**config.mk**
```make
export PLATFORM = sky130hd
export DESIGN_NAME = piso_serializer
export DESIGN_NICKNAME = d
export VERILOG_FILES = /design/src/rtl/piso_serializer.sv
export SDC_FILE = /design/constraint.sdc
export NUM_CORES = 1
export LEC_CHECK = 0
export BUFFER_PORTS_ARGS = -buffer_cell sky130_fd_sc_hd__buf_2
export CAP_MARGIN = 20
export CORE_UTILIZATION = 30
export CTS_CLUSTER_SIZE = 28
export DETAILED_ROUTE_END_ITERATION = 7
export HOLD_SLACK_MARGIN = 0.08
export MAX_ROUTING_LAYER = met4
export PLACE_DENSITY = 0.51
export REMOVE_ABC_BUFFERS = 1
export SLEW_MARGIN = 20
export SYNTH_ARGS = -nofsm -noshare
export SYNTH_HDL_FRONTEND = slang
export SYNTH_SLANG_ARGS = --single-unit
```
**constraint.sdc**
```tcl
create_clock -name clk -period 2.1 [get_ports clk]
set_input_delay 0.63 -clock clk [delete_from_list [all_inputs] [get_ports clk]]
set_output_delay 0.63 -clock clk [all_outputs]
set_load 0.02 [all_outputs]
```
**src/rtl/piso_serializer.sv**
```systemverilog
// Parallel-in, serial-out transmitter.
// Accepts a WIDTH-bit word on a valid/ready handshake and shifts it out
// one bit per clock with a bit-valid strobe and a last-bit marker.
// A new word can be accepted on the last-bit cycle, so back-to-back words
// stream with no idle gap.
module piso_serializer #(
  parameter int WIDTH     = 8,
  parameter bit MSB_FIRST = 1'b1
) (
  input  logic             clk,
  input  logic             reset,
  input  logic [WIDTH-1:0] din,
  input  logic             din_valid,
  output logic             din_ready,
  output logic             sout,
  output logic             sout_valid,
  output logic             sout_last,
  output logic             busy
);

  localparam int CW = $clog2(WIDTH);

  localparam logic [0:0] ST_IDLE  = 1'b0;
  localparam logic [0:0] ST_SHIFT = 1'b1;

  localparam logic [CW-1:0] CNT_LAST = CW'(WIDTH - 1);

  logic [0:0]       state_q, state_d;
  logic [CW-1:0]    cnt_q, cnt_d;
  logic [WIDTH-1:0] shreg_q, shreg_d;
  logic [WIDTH-1:0] shreg_shifted;
  logic             out_bit;
  logic             in_shift;
  logic             at_last;
  logic             accept;

  // Shift direction and output tap depend on bit order; the vacated end
  // always fills with zero.
  generate
    if (MSB_FIRST) begin : g_msb_first
      assign shreg_shifted = {shreg_q[WIDTH-2:0], 1'b0};
      assign out_bit       = shreg_q[WIDTH-1];
    end else begin : g_lsb_first
      assign shreg_shifted = {1'b0, shreg_q[WIDTH-1:1]};
      assign out_bit       = shreg_q[0];
    end
  endgenerate

  assign in_shift = (state_q == ST_SHIFT);
  assign at_last  = (cnt_q == CNT_LAST);

  // Ready comes from registered state only, so it never depends on din_valid.
  assign din_ready = ~in_shift | at_last;
  assign accept    = din_valid & din_ready;

  // Next-state logic: an accept always wins, including on the last-bit
  // cycle, which is what allows seamless back-to-back words.
  always_comb begin
    state_d = state_q;
    cnt_d   = cnt_q;
    shreg_d = shreg_q;
    if (accept) begin
      shreg_d = din;
      cnt_d   = '0;
      state_d = ST_SHIFT;
    end else if (in_shift) begin
      shreg_d = shreg_shifted;
      if (at_last) begin
        // Word finished with nothing queued behind it: park the counter at 0.
        cnt_d   = '0;
        state_d = ST_IDLE;
      end else begin
        cnt_d = cnt_q + CW'(1);
      end
    end
  end

  // State, counter and shift register; reset drops any word in flight.
  always_ff @(posedge clk or posedge reset) begin
    if (reset) begin
      state_q <= ST_IDLE;
      cnt_q   <= '0;
      shreg_q <= '0;
    end else begin
      state_q <= state_d;
      cnt_q   <= cnt_d;
      shreg_q <= shreg_d;
    end
  end

  // Serial outputs are pure decodes of registers; data is gated to 0 when idle.
  assign sout_valid = in_shift;
  assign busy       = in_shift;
  assign sout_last  = in_shift & at_last;
  assign sout       = in_shift & out_bit;

endmodule

```
## Word-level counts from Yosys, hierarchy flattened

Index checks and enable logic that the tools add are counted.

- Input bits: 11
- Output and inout bits: 5
- Flip-flop bits (word level): 12
- Logic and storage cells: 19

- Equal/unequal tests: 1
- Multiplexer cells: 8
- Add/subtract/negate cells: 1
- Reductions and logical operators: 1
- Bitwise operators: 5

Operators by type and width:

| cell | number |
|---|---|
| 8-bit 2-to-1 mux | 2 |
| 3-bit 2-to-1 mux | 3 |
| 3-bit by 1-bit adder with 3-bit output (second input constant) | 1 |
| 1-bit bitwise AND | 3 |
| 3-bit equality test (second input constant) | 1 |
| 1-bit 2-to-1 mux | 3 |
| 2-bit nonzero test | 1 |
| 1-bit NOT | 1 |
| 1-bit bitwise OR | 1 |

## Logic depth before layout (Yosys ltp)

- Depth after elaboration: 4
- Mapped depth: 5
- Mapped depth without buffers: 5

## Least setup slack after synthesis

OpenSTA, ideal clock, no wires.

- Kind: register to output
- Start point: reg cnt_q[0]
- End point: out din_ready
- Slack: 0.400 ns
- Required time: 1.470 ns
- Arrival: 1.070 ns
- Cell stages (with the launch flop): 4
- Path buffers: 0
- Cell sequence: dfrtp_1 ha_1 ha_1 nand2b_1

- Cells in the longest elaborated chain, start to end: 2

Ends and longest elaborated chain:

| element | line | RTL |
|---|---|---|
| start: declaration | 29 | `logic [CW-1:0] cnt_q, cnt_d;` |
| start signal: assignment | 86 | `cnt_q <= cnt_d;` |
| 3-bit equality test | 50 | `assign at_last = (cnt_q == CNT_LAST);` |
| 1-bit bitwise OR | 53 | `assign din_ready = ~in_shift \| at_last;` |
| end: declaration | 14 | `output logic din_ready,` |

No other way between the ends.

## Worst setup path in the final report

- Start point: reg cnt_q[0]
- End point: out sout_last

- Cells in the longest elaborated chain, start to end: 2

Ends and longest elaborated chain:

| element | line | RTL |
|---|---|---|
| 3-bit equality test | 50 |  |
| 1-bit bitwise AND | 94 | `assign sout_last = in_shift & at_last;` |
| end: declaration | 17 | `output logic sout_last,` |

No other way between the ends.

==> metrics.md <==
| Metric | Value |
|---|---|
| Largest net degree at the start of global routing | 21 |
| Core area | 2000 um^2 |
| Chip width | 48.5 um |
| Share of the synthesized area in the top cell type | 46.3% |
| Distinct cells, synth | 19 |
| Die H | 48.5 um |
| CTS hold repair buffers | 0 |
| Vias in the first global route | 520 |
| Setup repair after global routing missed its margin | false |
| Fmax | 0.501 GHz |
| LEAKAGE | 0.361 nW |
| Synthesized instance count | 66 |
| Avg Cell Area, Syn | 9.82 um^2 |
| Sequential share of the synthesized area | 46.3% |
| DRC viols | 0 |
| GPL Wtd Cong | 0.679 |
| Vias post-DR | 537 |
| CP Capture Type | output port |
| Layout cells sized above 1 | 30.0% |
| Synth top area cells | dfrtp_1, a211oi_1, nor2b_1 |
| Final Slew Violations | 0 |
| Max Cap Violations | 0 |
| CTS tree | built |
| DPL Wire Length | 886 um |
| Critical Path Start Type | flip-flop |
| Vias per cell | 5.02 |
| Mux cell area share after synthesis | 1.54% |
| Mapped Area | 648 um^2 |
| Core Rows | 16 |
| Routed wire length | 1.34 mm |
| Area after DPL | 728 um^2 |
| Clock Tree Buf Depth | 2 |
| First-pass GRT wire length | 2.33 mm |
| Power density over the cells | 1310 nW/um^2 |
| Period utilisation layout | 95.0% |
| XOR/XNOR share of the synthesized area | 0% |
| First-pass iteration count of the detailed router | 2 |
| VDD IR max | 387 uV |
| Clk_lat worst skew | 0.27 ns |
| Initial antenna violation count | 0 |
| Clock transition at path regs | 0.08 ns |
| CP Max Fanout | 5 |
| Final antenna-violating net count | 0 |
| Die area | 2350 um^2 |
| WL/cell | 12.5 um |
| Slew margin rel. | 60.3% |
| Status | completed |
| H-tree depth | 1 |
| Hold Path Class | in -> async |
| Count of final setup violators | 0 |
| Worst Path Required | 1.47 ns |
| Fin area | 779 um^2 |
| Adder-Cell Fraction of Synth Area | 5.79% |
| Detailed router's first-iteration violation count | 1 |
| Nets | 96 |
| Crit path DAT | 1.36 ns |
| Number of diodes | 0 |
| Register bit total from synthesis | 12 |
| Worst-margin pin slew | 0.596 ns |
| Root buf cell | clkbuf_4 |
| Main combinational cell family by area after synthesis | simple AND/OR/NAND/NOR gates |
| Num CTS Buffers | 3 |
| Synth-to-Final Area Change | 20.3% |
| I/O Buffers | 15 |
| Synth area leader | dfrtp_1 |
| Tot GR Track Use | 13.5% |
| Simple-gate share of the synthesized area | 21.4% |
| Sum Neg Setup Slack | 0 ns |
| Ys Warns | 0 |
| Compound-cell area share of the yosys netlist | 19.9% |
| Clock Skews | 0.00736 ns |
| Pwr Total | 1.02 mW |
| Setup bufs post-CTS | 0 |
| Grt ovf | 0 |
| Initial Util | 32.4% |
| Num ports | 16 |
| Worst setup path class | reg -> out |
| Sink Count | 12 |
| Final hold vios | 0 |
| Tmin final | 1.99 ns |
final timing paths:
check / startpoint / to / slack, ns / depth (start not counted)
max in group asynchronous: reset / shreg_q[4] / 1.41 / 2
min reg2reg: shreg_q[5] / shreg_q[6] / 0.52 / 2
min in group clk: shreg_q[5] / shreg_q[6] / 0.52 / 2
max: cnt_q[0] / sout_last / 0.11 / 4
max reg2reg: busy / shreg_q[3] / 0.73 / 3
min: reset / shreg_q[7] / 0.36 / 2
metal layers:
layer | track usage, % | share of wire, %
met1 | 16.6 | 46
met2 | 20.9 | 50
met3 | 0.943 | 2.7
met4 | 10.3 | 1.0
met5 | - | 0
worst max-delay path: stages, from the launching register on:
cell	delay, ns
dfrtp_1	0.40
ha_2	0.22
ha_4	0.18
and2_1	0.15
buf_2	0.15
Yosys cell counts:
cell type	n
buf_2	2
o22ai_1	7
dfrtp_1	12
inv_1	1
a21bo_4	1
nor2_1	9
nand2_1	4
nand2_2	1
nor2b_1	7
ha_1	3
mux2i_1	1
buf_6	1
nand2b_1	2
o21ai_1	1
nand3_1	3
buf_4	1
and2_1	2
a32o_2	1
a211oi_1	7
cells by family after synthesis:
family          after synthesis
compound gates               17
flops                        12
simple gates                 28
fa+ha+maj                     3
buf+inv                       5
mux                           1
layout by cell type, fill, tap and decap left out:
master    Yosys  routed
nand2_1       4       4
mux2i_1       1       1
dfrtp_1      12      12
nand2b_4      0       1
nand3_1       3       3
a211oi_1      7       7
ha_2          0       1
nand2b_1      2       1
and2_1        2       2
nor2_1        9       9
nor2b_1       7       7
inv_1         1       1
ha_4          0       1
o21ai_1       1       1
a21bo_4       1       1
nand2_2       1       1
a32o_2        1       1
clkbuf_4      0       3
buf_2         2      14
buf_6         1       1
ha_1          3       1
o22ai_1       7       7
power breakdown:
part           total [mW]  internal (mW)  leakage (nW)  switching [mW]
Combinational       0.464          0.236         0.201           0.228
Clock               0.140         0.0662        0.0138          0.0737
Sequential          0.418          0.336         0.147          0.0820
Total                1.02          0.638         0.361           0.384
layout make-up:
cell class / count / area, um^2
multi-input combinational: 49 / 338
clock buffer: 3 / 22.5
tap: 27 / 33.8
sequential: 12 / 300
inverter: 1 / 3.75
fill: 213 / 1220
timing repair buffer: 15 / 81.3
sequential cells by signal, indices dropped and copies added (netlist names):
signal,count
busy,1
cnt_q,3
shreg_q,8
timing repair:
| action | CTS | global route |
|---|---|---|
| resized for setup | 1 | 5 |
| pin swaps | 0 | 0 |
| setup endpoints to repair | 2 | 2 |
per-stage QoR:
stage                     setup slack, ns  std cells  util [%]  hold WS [ns]
after detailed placement            0.260        104      36.4         0.497
after global placement              0.281        104      36.4         0.484
after global routing               0.0125        107      38.9         0.398
final                               0.106        107      38.9         0.360
after floorplan                     0.381         62         -         0.468
after CTS                         0.00448        107      37.6         0.378
Note: power is estimated with default switching activity, not from simulation.
